[config.mk]
export PLATFORM = sky130hd
export DESIGN_NAME = multiple_gates
export DESIGN_NICKNAME = d
export VERILOG_FILES = /design/src/rtl/multiple_gates_pkg.sv /design/src/rtl/multiple_gates_gate2.sv /design/src/rtl/multiple_gates.sv
export SDC_FILE = /design/constraint.sdc
export NUM_CORES = 1
export LEC_CHECK = 0
export ABC_AREA = 1
export ABC_CLOCK_PERIOD_IN_PS = 2000
export BUFFER_PORTS_ARGS = -buffer_cell sky130_fd_sc_hd__buf_2
export CAP_MARGIN = 30
export CORE_AREA = 2 2 39 41
export DETAILED_ROUTE_END_ITERATION = 10
export DIE_AREA = 0 0 41 43
export HOLD_SLACK_MARGIN = 0.02
export PLACE_DENSITY_LB_ADDON = 0.1
export SLEW_MARGIN = 20
export SYNTH_ARGS = -nofsm -noshare
export SYNTH_HDL_FRONTEND = slang
export SYNTH_SLANG_ARGS = --single-unit
export TNS_END_PERCENT = 20
[constraint.sdc]
create_clock -name clk -period 2 [get_ports clk]
set_input_delay 0.2 -clock clk [delete_from_list [all_inputs] [get_ports clk]]
set_output_delay 0.2 -clock clk [all_outputs]
set_load 0.02 [all_outputs]
[src/rtl/multiple_gates_pkg.sv]
// -----------------------------------------------------------------------------
// multiple_gates_pkg
//   Shared types and constants for the registered two-input gate bank.
//   gate_in_t    : 2-bit operand pair, A = bit 1, B = bit 0.
//   gate_out_t   : the six gate results, MSB first in NOT_A/OR/AND/NOR/XOR/XNOR
//                  order.
//   GATE_OUT_RST : result pattern for operand 2'b00, used as the reset value.
// -----------------------------------------------------------------------------
package multiple_gates_pkg;

    typedef logic [1:0] gate_in_t;

    typedef struct packed {
        logic not_a;
        logic or_o;
        logic and_o;
        logic nor_o;
        logic xor_o;
        logic xnor_o;
    } gate_out_t;

    localparam gate_out_t GATE_OUT_RST = '{
        not_a:  1'b1,
        or_o:   1'b0,
        and_o:  1'b0,
        nor_o:  1'b1,
        xor_o:  1'b0,
        xnor_o: 1'b1
    };

endpackage : multiple_gates_pkg

[src/rtl/multiple_gates_gate2.sv]
// -----------------------------------------------------------------------------
// gate2
//   Purely combinational evaluation of six Boolean functions of A and B.
//   Ports:
//     in  : gate_in_t  operand pair {A, B}
//     out : gate_out_t {NOT_A, OR, AND, NOR, XOR, XNOR}
// -----------------------------------------------------------------------------
module gate2
    import multiple_gates_pkg::*;
(
    input  gate_in_t  in,
    output gate_out_t out
);

    logic w_a;
    logic w_b;

    assign w_a = in[1];
    assign w_b = in[0];

    always_comb begin
        // NOTE: a full default assignment up front guarantees every field is
        // written on every evaluation, so no latch can be inferred.
        out        = '0;
        out.not_a  = ~w_a;
        out.or_o   = w_a | w_b;
        out.and_o  = w_a & w_b;
        out.nor_o  = ~(w_a | w_b);
        out.xor_o  = w_a ^ w_b;
        out.xnor_o = ~(w_a ^ w_b);
    end

endmodule : gate2

[src/rtl/multiple_gates.sv]
// -----------------------------------------------------------------------------
// multiple_gates
//   Registered two-input gate bank. The operand pair is sampled every rising
//   clock edge and six gate functions of the sampled value are presented.
//   Build option MULTIPLE_GATES_OUT_REG_EN adds an output register (2-cycle
//   latency instead of 1). Reset values are the 00-row in both builds.
//   Ports:
//     clk     : rising-edge clock
//     rst     : asynchronous, active-high reset
//     entrada : operand pair, A = entrada[1], B = entrada[0]
//     NOT_A, OR, AND, NOR, XOR, XNOR : gate results of the sampled operand
// -----------------------------------------------------------------------------
module multiple_gates
    import multiple_gates_pkg::*;
(
    input  logic       clk,
    input  logic       rst,
    input  logic [1:0] entrada,
    output logic       NOT_A,
    output logic       OR,
    output logic       AND,
    output logic       NOR,
    output logic       XOR,
    output logic       XNOR
);

    gate_in_t  r_in_q;
    gate_out_t w_gate;
    gate_out_t w_out;

    // Operand register loads every cycle; reset clears it so the outputs
    // settle on the 00 row without waiting for a clock.
    always_ff @(posedge clk or posedge rst) begin
        if (rst) begin
            r_in_q <= '0;
        end else begin
            // NOTE: non-blocking assignment keeps register updates ordered
            // correctly with respect to every other clocked process.
            r_in_q <= entrada;
        end
    end

    gate2 u_gate2 (
        .in  (r_in_q),
        .out (w_gate)
    );

`ifdef MULTIPLE_GATES_OUT_REG_EN
    gate_out_t r_out_q;

    always_ff @(posedge clk or posedge rst) begin
        if (rst) begin
            r_out_q <= GATE_OUT_RST;
        end else begin
            r_out_q <= w_gate;
        end
    end

    assign w_out = r_out_q;
`else
    // Gate logic driven only by a register, so outputs are still glitch-free
    // relative to entrada.
    assign w_out = w_gate;
`endif

    assign NOT_A = w_out.not_a;
    assign OR    = w_out.or_o;
    assign AND   = w_out.and_o;
    assign NOR   = w_out.nor_o;
    assign XOR   = w_out.xor_o;
    assign XNOR  = w_out.xnor_o;

endmodule : multiple_gates

==> results.md, run 1 <==
- CTS clk-pin slew, worst paths: 0.03 ns
- Primary flip-flop cell chosen by synthesis mapping: dfrtp_1
- Largest net degree at the start of global routing: 4
- Hold crit path type: input pin to register
- Cell with the most instances after synthesis: inv_1
- H-tree levels: 1
- Share of cells above drive strength 1: 52.2%
- Worst-path fanout max: 2
- Initial Util: 7.69%
- Peak supply drop: 0.246 mV
- Slew Viols, Final: 0
- DRT Wirelength: 247 µm
- TritonCTS clock tree: yes
- # IOs: 10
- Switching power: 42.9 µW
- FP Rows: 14
- Seq pwr share: 27.0%
- Leading area contributor after synthesis: dfrtp_1
- Critical path required time: 1.80 ns
- Final core utilization: 14.7%
- First-pass GRT wire length: 414 µm
- Max reg flops: 2
- Antenna Nets Post-Route: 0
- Register area share after synthesis: 47.1%
- Largest stage delay, worst path: 0.34 ns
- Post-synth EDFFs: 0
- Slew at the pin with the worst max-slew slack: 0.109 ns
- Clk buf depth: 2
- Cell mode on critical path: inv_1
- Startpoint types: register
- Status: completed
- ANT cells: 0
- Vias in the first global route: 133
- Yosys Warn Count: 0
- Critical Path End Type: output pin
- Unique masters post-synth: 3
- Final nets: 32
- Synth Register Bits: 2
- Cell Int Power: 120 µW
- Clock share of power: 54.7%
- Final WS setup: 0.662 ns
- Upper clock frequency limit: 748 MHz
- Synth area leaders: dfrtp_1 (47%), ha_1 (35%), inv_1 (18%)
- Max cap viols: 0
- Sw frac: 26.3%
- Setup TNS: 0 ns
- Die ar.: 0.00176 mm²
- Total power: 163 µW
- Residual DRC count: 0
- Placed cell count: 35
- Regs by FF count: r_in_q: 2 flops
- CTS root buf: clkbuf_4
- RSZ-0062 raised after global routing: false
- Syn_nets: 17
- Horiz. Die Dim: 41 µm
- Commonest cells post-synth: inv_1 (5), ha_1 (3), dfrtp_1 (2)
- Post-DR wirelength/cell: 6.33 µm
- Top reg by flops: r_in_q
- Crit share post-route: 66.9%
- Post-CTS Resized: 0
- CP arrival: 1.14 ns
- Routability Congestion: 0.452
- Gate power share: 18.3%
- Avg Cell Area, Syn: 10.6 µm²
- Initial antenna violation count: 0
- Core area: 0.00138 mm²
- Drt first pass iters: 1
- Crit path kind: register to output pin
- Post-synth top area share: 47.1%
- Hold Fails Final Rpt: 0
- Total grt overflow: 0
- Total number of vias: 109
- Slowest CP cell: dfrtp_1
- Non-Filler Instances: 39
- Vias/cell: 2.79
- Final setup violation count: 0
- Critical Path, Cell by Cell: inv_1, ha_1, inv_1, buf_2
- CTS Buf Count: 3
- Synth-to-Final Area Change: 91.8%
- Pwr Density: 800 mW/mm²
- Leak: 0.000125 µW
- Post-synthesis cell count: 10
- DRT iter0 DRCs: 0
- Placement Setup Slack: 0.884 ns
- Tot GR Track Use: 4.42%
- Fin crit period: 1.34 ns
- Relative slew margins: 92.8%
- Die Y: 43 µm
- Clk sink count: 2
- Async set or reset register ratio after synthesis: 100%
- Buffers on Ports: 9
- Cell Area, Synth: 106 µm²
critical path: cells and delay by family (launching register included):
family                     cells  cell delay [ns]
adders and majority gates      1             0.30
buffers and inverters          3             0.27
DFF                            1             0.34
routing by layer:
layer / up-vias / track usage (%) / part of all wire (%)
li1: 53 / - / -
met1: 46 / 2.57 / 35
met4: 0 / 10.0 / 0
met5: - / 0 / 0
met2: 10 / 5.63 / 49
met3: 0 / 1.57 / 16
final timing paths:
| path | from | to | cells after the start |
|---|---|---|---|
| min | entrada[0] | r_in_q[0] | 1 |
| max | r_in_q[0] | XNOR | 4 |
| max in group asynchronous | rst | r_in_q[0] | 3 |
| min in group asynchronous | rst | r_in_q[1] | 3 |
layout by cell type, fill, tap and decap left out:
| cell type | synthesis | final |
|---|---|---|
| dfrtp_1 | 2 | 2 |
| ha_1 | 3 | 3 |
| clkbuf_4 | 0 | 3 |
| buf_2 | 0 | 9 |
| dlygate4sd3_1 | 0 | 1 |
| inv_1 | 5 | 5 |
stage by stage:
| step | hold WS, ns | instance area, µm² |
|---|---|---|
| 4_1_cts | 0.0726 | 204 |
| 3_3_place_gp | 0.0479 | 171 |
| 3_5_place_dp | 0.0528 | 171 |
| 6_report | 0.0836 | 204 |
| 5_1_grt | 0.0740 | 204 |
| 2_1_floorplan | -0.0588 | 106 |
cell type report:
type                    count  area (µm²)
multi-input cells           3        37.5
clock buffers               3        22.5
inverters                   5        18.8
fillers                   154        1180
well taps                  16        20.0
repair buffers             10        55.1
flip-flops and latches      2        50.0
cell families (layout without fill, tap and decap cells):
kind of cell / Yosys count / in the layout / share of synthesized area, %
flip-flops: 2 / 2 / 47.1
buffers and inverters: 5 / 18 / 17.6
adder cells (fa/ha/maj): 3 / 3 / 35.3
power by group through the flow:
stage / sequential, µW / clock, µW / combinational, µW
5_1_grt: 44.4 / 99.2 / 34.5
6_report: 44.1 / 89.3 / 29.9
2_1_floorplan: 44.2 / 0 / 19.1
3_5_place_dp: 44.6 / 0 / 29.0
4_1_cts: 44.1 / 96.9 / 30.5
3_3_place_gp: 44.5 / 0 / 28.4
what timing repair did:
| action | CTS | global route |
|---|---|---|
| hold buffers | 1 | 0 |
| setup buffers | 0 | 0 |
| hold endpoints to repair | 2 | 0 |
Power figures use the tool's default switching activity.
==> inputs of run 2 (changes only) <==
--- a/config.mk
+++ b/config.mk
@@ -6,7 +6,7 @@
 export NUM_CORES = 1
 export LEC_CHECK = 0
 export ABC_AREA = 1
-export ABC_CLOCK_PERIOD_IN_PS = 2000
+export ABC_CLOCK_PERIOD_IN_PS = 1100
 export BUFFER_PORTS_ARGS = -buffer_cell sky130_fd_sc_hd__buf_2
 export CAP_MARGIN = 30
 export CORE_AREA = 2 2 39 41
==> constraint.sdc (replaced) <==
create_clock -name clk -period 1.1 [get_ports clk]
set_input_delay 0.11 -clock clk [delete_from_list [all_inputs] [get_ports clk]]
set_output_delay 0.11 -clock clk [all_outputs]
set_load 0.02 [all_outputs]
==> results.md, run 2 (synthesis results as in run 1) <==
- Non-Filler Instances: 42 (was 39)
- Vias in the first global route: 145 (was 133)
- # IOs: 10 (unchanged)
- Share of cells above drive strength 1: 69.2% (was 52.2%)
- Total grt overflow: 0 (unchanged)
- Synth-to-Final Area Change: 149% (was 91.8%)
- H-tree levels: 1 (unchanged)
- CTS root buf: clkbuf_4 (unchanged)
- Cell area after placement: 174 µm² (was 171 µm²)
- Leak: 0.000142 µW (was 0.000125 µW)
- Layout fillers: 156 (was 154)
- Status: complete, but fails checks (was completed)
- Routability Congestion: 0.466 (was 0.452)
- Max cap viols: 0 (unchanged)
- Core area: 0.00138 mm² (unchanged)
- Regs by FF count: r_in_q: 2 flops (unchanged)
- Fin crit period: 1.17 ns
- Clk sink count: 2 (unchanged)
- Pwr Density: 1220 mW/mm² (was 800 mW/mm²)
- Buffers on Ports: 9 (unchanged)
- Vias/cell: 2.95 (was 2.79)
- Critical path required time: 0.99 ns (was 1.80 ns)
- DRT iter0 DRCs: 0 (unchanged)
- Placed cell count: 35 (unchanged)
- Most frequent cells in the layout: buf_2 (5), inv_2 (4), clkbuf_4 (3), dlygate4sd3_1 (3), buf_6 (3) (was buf_2 (9), inv_1 (5), ha_1 (3), clkbuf_4 (3), dfrtp_1 (2))
- FP Rows: 14 (unchanged)
- CTS clk-pin slew, worst paths: 0.03 ns (about the same)
- Worst-path fanout max: 3 (was 2)
- Slew at the pin with the worst max-slew slack: 0.101 ns (was 0.109 ns)
- Top reg by flops: r_in_q (unchanged)
- CP arrival: 1.06 ns (was 1.14 ns)
- Peak supply drop: 0.418 mV (was 0.246 mV)
- Final WS setup: -0.0728 ns (was 0.662 ns)
- Die ar.: 0.00176 mm² (unchanged)
- ANT cells: 0 (unchanged)
- Clk buf depth: 2 (unchanged)
- Crit path kind: register to output pin (unchanged)
- Upper clock frequency limit: 853 MHz
- TritonCTS clock tree: yes (unchanged)
- DRT Wirelength: 293 µm (was 247 µm)
- Antenna Nets Post-Route: 0 (unchanged)
- Hold WS: 0.280 ns (was 0.0836 ns)
- Commonest non-fill, non-tap cell in the layout: buf_2 (unchanged)
- Post-DR wirelength/cell: 6.98 µm (was 6.33 µm)
- Area of the multi-input gates: 50.0 µm² (was 37.5 µm²)
- Hold Fails Final Rpt: 0 (unchanged)
- First-pass GRT wire length: 455 µm (was 414 µm)
- Tot GR Track Use: 4.62% (was 4.42%)
- Slew Viols, Final: 0 (unchanged)
- Die Y: 43 µm (unchanged)
- Failing checks: negative setup slack
- Initial Util: 7.69% (unchanged)
- Initial antenna violation count: 0 (unchanged)
- Residual DRC count: 0 (unchanged)
- Max reg flops: 2 (unchanged)
- Total number of vias: 124 (was 109)
- Final setup violation count: 2 (was 0)
- Relative slew margins: 93.3% (was 92.8%)
- Design Area, Final: 265 µm² (was 204 µm²)
- Critical Path End Type: output pin (unchanged)
- Drt first pass iters: 1 (unchanged)
- Final nets: 35 (was 32)
- Reg area: 50.0 µm² (unchanged)
- RSZ-0062 raised after global routing: true (was false)
- Horiz. Die Dim: 41 µm (unchanged)
- CTS Buf Count: 3 (unchanged)
- Placement Setup Slack: 0.0609 ns (was 0.884 ns)
- Crit share post-route: 107%
- Startpoint types: register (unchanged)
- Hold crit path type: input pin to asynchronous set/reset pin (was input pin to register)
- Post-DP HPWL: 210 µm
- Largest net degree at the start of global routing: 4 (unchanged)
[run 2: cell count changes in the layout (fill, tap and decap cells not counted), sizes merged]
cell | before | now
dlygate4sd3 | 1 | 3
buf | 9 | 10
[run 2: area by class of cell]
| class | instances | share of cell area [%] |
|---|---|---|
| Multi-Input combinational cell | 3 | 18.9 |
| Inverter | 5 | 7.08 |
| Tap cell | 16 | 7.55 |
| Timing Repair Buffer | 13 | 39.2 |
| Clock buffer | 3 | 8.49 |
| Sequential cell | 2 | 18.9 |
[run 2: per-stage QoR]
| step | setup TNS (ns) | total power (µW) | util [%] |
|---|---|---|---|
| global route | -0.287 | 348 | 19.2 |
| CTS | -0.216 | 332 | 18.2 |
| global placement | 0 | 135 | 12.6 |
| finish | -0.139 | 324 | 19.2 |
| floorplan | 0 | 118 | - |
| detailed placement | 0 | 136 | 12.6 |
[run 2: layer usage]
layer  wire, µm  up-vias  GRT usage, %
met5          0        -             0
met4          9        0          10.0
met3         48        2          1.57
met2        153       10          5.94
met1         81       54          2.89
li1           -       58             -
[run 2: timing repair]
item | in CTS | in global routing
hold buffers | 3 | 0
endpoints found under the setup margin | 4 | 4
resized for setup | 7 | 3
buffers inserted | 0 | 1
pin swaps | 1 | 1
endpoints found under the hold margin | 4 | 0
[run 2: path summary, 6_finish.rpt]
check / startpoint / to / slack [ns] / cells after the start
min in group clk: entrada[0] / r_in_q[0] / 0.53 / 2
max in group asynchronous: rst / r_in_q[1] / 0.71 / 3
min: rst / r_in_q[0] / 0.28 / 3
max: r_in_q[1] / XNOR / -0.07 / 4
[run 2: power breakdown]
part / leakage (µW) / internal (µW) / switching, µW
clock: 0.0000138 / 120 / 39.3
combinational: 0.000105 / 42.9 / 40.5
sequential: 0.0000233 / 78.0 / 2.96
[run 2: critical path: stages, from the launching register on]
cell and delay, ns:
dfrtp_1 0.36, inv_2 0.07, ha_4 0.27, inv_2 0.03
buf_6 0.12
==> inputs of run 3 (changes only) <==
--- a/config.mk
+++ b/config.mk
@@ -13,7 +13,6 @@
 export DETAILED_ROUTE_END_ITERATION = 10
 export DIE_AREA = 0 0 41 43
 export HOLD_SLACK_MARGIN = 0.02
-export PLACE_DENSITY_LB_ADDON = 0.1
 export SLEW_MARGIN = 20
 export SYNTH_ARGS = -nofsm -noshare
 export SYNTH_HDL_FRONTEND = slang
==> results.md, run 3 (synthesis results as in run 1) <==
- Buffers on Ports: 9 (unchanged)
- Commonest non-fill, non-tap cell in the layout: buf_2 (unchanged)
- RSZ-0062 raised after global routing: true (unchanged)
- Max reg flops: 2 (unchanged)
- Clk sink count: 2 (unchanged)
- Layout fillers: 149 (was 156)
- Cell area after placement: 174 µm² (unchanged)
- Placement Setup Slack: 0.0689 ns (was 0.0609 ns)
- DRT Wirelength: 271 µm (was 293 µm)
- Upper clock frequency limit: 862 MHz (was 853 MHz)
- Hold crit path type: input pin to asynchronous set/reset pin (unchanged)
- Most frequent cells in the layout: buf_2 (5), inv_2 (4), clkbuf_4 (3), dlygate4sd3_1 (3), buf_6 (3) (unchanged)
- Total grt overflow: 0 (unchanged)
- Antenna Nets Post-Route: 0 (unchanged)
- Routability Congestion: 0.470 (was 0.466)
- Initial antenna violation count: 0 (unchanged)
- Vias in the first global route: 126 (was 145)
- Cell mode on critical path: inv_2 (unchanged)
- # IOs: 10 (unchanged)
- FP Rows: 14 (unchanged)
- Horiz. Die Dim: 41 µm (unchanged)
- Residual DRC count: 0 (unchanged)
- Regs by FF count: r_in_q: 2 flops (unchanged)
- Die ar.: 0.00176 mm² (unchanged)
- Vias/cell: 2.73 (was 2.95)
- Final nets: 34 (was 35)
- Design Area, Final: 258 µm² (was 265 µm²)
- Largest stage delay, worst path: 0.36 ns (about the same)
- Leak: 0.000137 µW (was 0.000142 µW)
- Max cap viols: 0 (unchanged)
- Critical path buffer and inverter count: 3 (unchanged)
- Critical path required time: 0.99 ns (about the same)
- Final setup violation count: 2 (unchanged)
- CP arrival: 1.05 ns (was 1.06 ns)
- CTS root buf: clkbuf_4 (unchanged)
- CTS Buf Count: 3 (unchanged)
- Slew Viols, Final: 0 (unchanged)
- Top reg by flops: r_in_q (unchanged)
- ANT cells: 0 (unchanged)
- Critical Path, Cell by Cell: inv_2, ha_4, inv_2, buf_6 (unchanged)
- Total number of vias: 112 (was 124)
- Startpoint types: register (unchanged)
- DRT iter0 DRCs: 0 (unchanged)
- Initial Util: 7.69% (unchanged)
- Critical Path End Type: output pin (unchanged)
- Slew at the pin with the worst max-slew slack: 0.112 ns (was 0.101 ns)
- Crit share post-route: 105% (was 107%)
- CTS clk-pin slew, worst paths: 0.03 ns (about the same)
- Slowest CP cell: dfrtp_1 (unchanged)
- Worst-path fanout max: 2 (was 3)
- Status: complete, but fails checks (unchanged)
- Share of cells above drive strength 1: 68.0% (was 69.2%)
- Final WS setup: -0.0602 ns (was -0.0728 ns)
- Relative slew margins: 92.6% (was 93.3%)
- Delay-heaviest family, CP: flip-flops (unchanged)
- Hold WS: 0.287 ns (was 0.280 ns)
- Post-DP HPWL: 166 µm (was 210 µm)
- Post-DR wirelength/cell: 6.61 µm (was 6.98 µm)
- First-pass GRT wire length: 393 µm (was 455 µm)
- Clk buf depth: 2 (unchanged)
- Fin crit period: 1.16 ns (was 1.17 ns)
- Die Y: 43 µm (unchanged)
- Drt first pass iters: 1 (unchanged)
- CP Depth: 4 (unchanged)
- Crit path kind: register to output pin (unchanged)
- TritonCTS clock tree: yes (unchanged)
- Core area: 0.00138 mm² (unchanged)
- Tot GR Track Use: 3.92% (was 4.62%)
- Largest net degree at the start of global routing: 4 (unchanged)
- Failing checks: negative setup slack (unchanged)
- Synth-to-Final Area Change: 142% (was 149%)
- Pwr Density: 1250 mW/mm² (was 1220 mW/mm²)
- Hold Fails Final Rpt: 0 (unchanged)
- Peak supply drop: 0.383 mV (was 0.418 mV)
- H-tree levels: 1 (unchanged)
[run 3: cell types whose count changed in the layout (fill, tap and decap cells not counted)]
cell   before  now
buf_4       2    1
[run 3: worst paths after layout]
path | start | slack, ns | to
setup / recovery | r_in_q[0] | -0.06 | XNOR
hold / removal | rst | 0.29 | r_in_q[1]
max in group asynchronous | rst | 0.70 | r_in_q[0]
min in group clk | entrada[1] | 0.53 | r_in_q[1]
[run 3: layout make-up]
cell class	instances	area, µm²	share of cell area [%]
Clock buffer	3	22.5	8.74
Tap cell	16	20.0	7.77
Sequential cell	2	50.0	19.4
Timing Repair Buffer	12	96.3	37.4
Inverter	5	18.8	7.28
Multi-Input combinational cell	3	50.0	19.4
[run 3: routing by layer]
layer	up-vias	share of wire, %	track usage (%)
li1	58	-	-
met1	44	39	2.25
met2	10	47	5.31
met3	0	13	3.14
met4	0	0	6.00
met5	-	0	0
[run 3: power by group]
part	internal [µW]	switching, µW
Combinational	41.1	40.0
Clock	120	40.0
Sequential	78.0	2.76
Total	239	82.8
[run 3: per-stage QoR]
step	total power, µW	setup TNS [ns]	instances	util [%]
6_report	322	-0.119	41	18.6
5_1_grt	342	-0.283	41	18.6
4_1_cts	330	-0.188	41	18.2
3_5_place_dp	136	0	35	12.6
3_3_place_gp	135	0	35	12.6
2_1_floorplan	118	0	10	-
[run 3: timing repair]
item,CTS,global route
setup endpoints to repair,4,5
endpoints found under the hold margin,4,0
pin swaps,1,1
buffers inserted,0,0
hold buffers,3,0
resized for setup,7,3
cloned,0,0
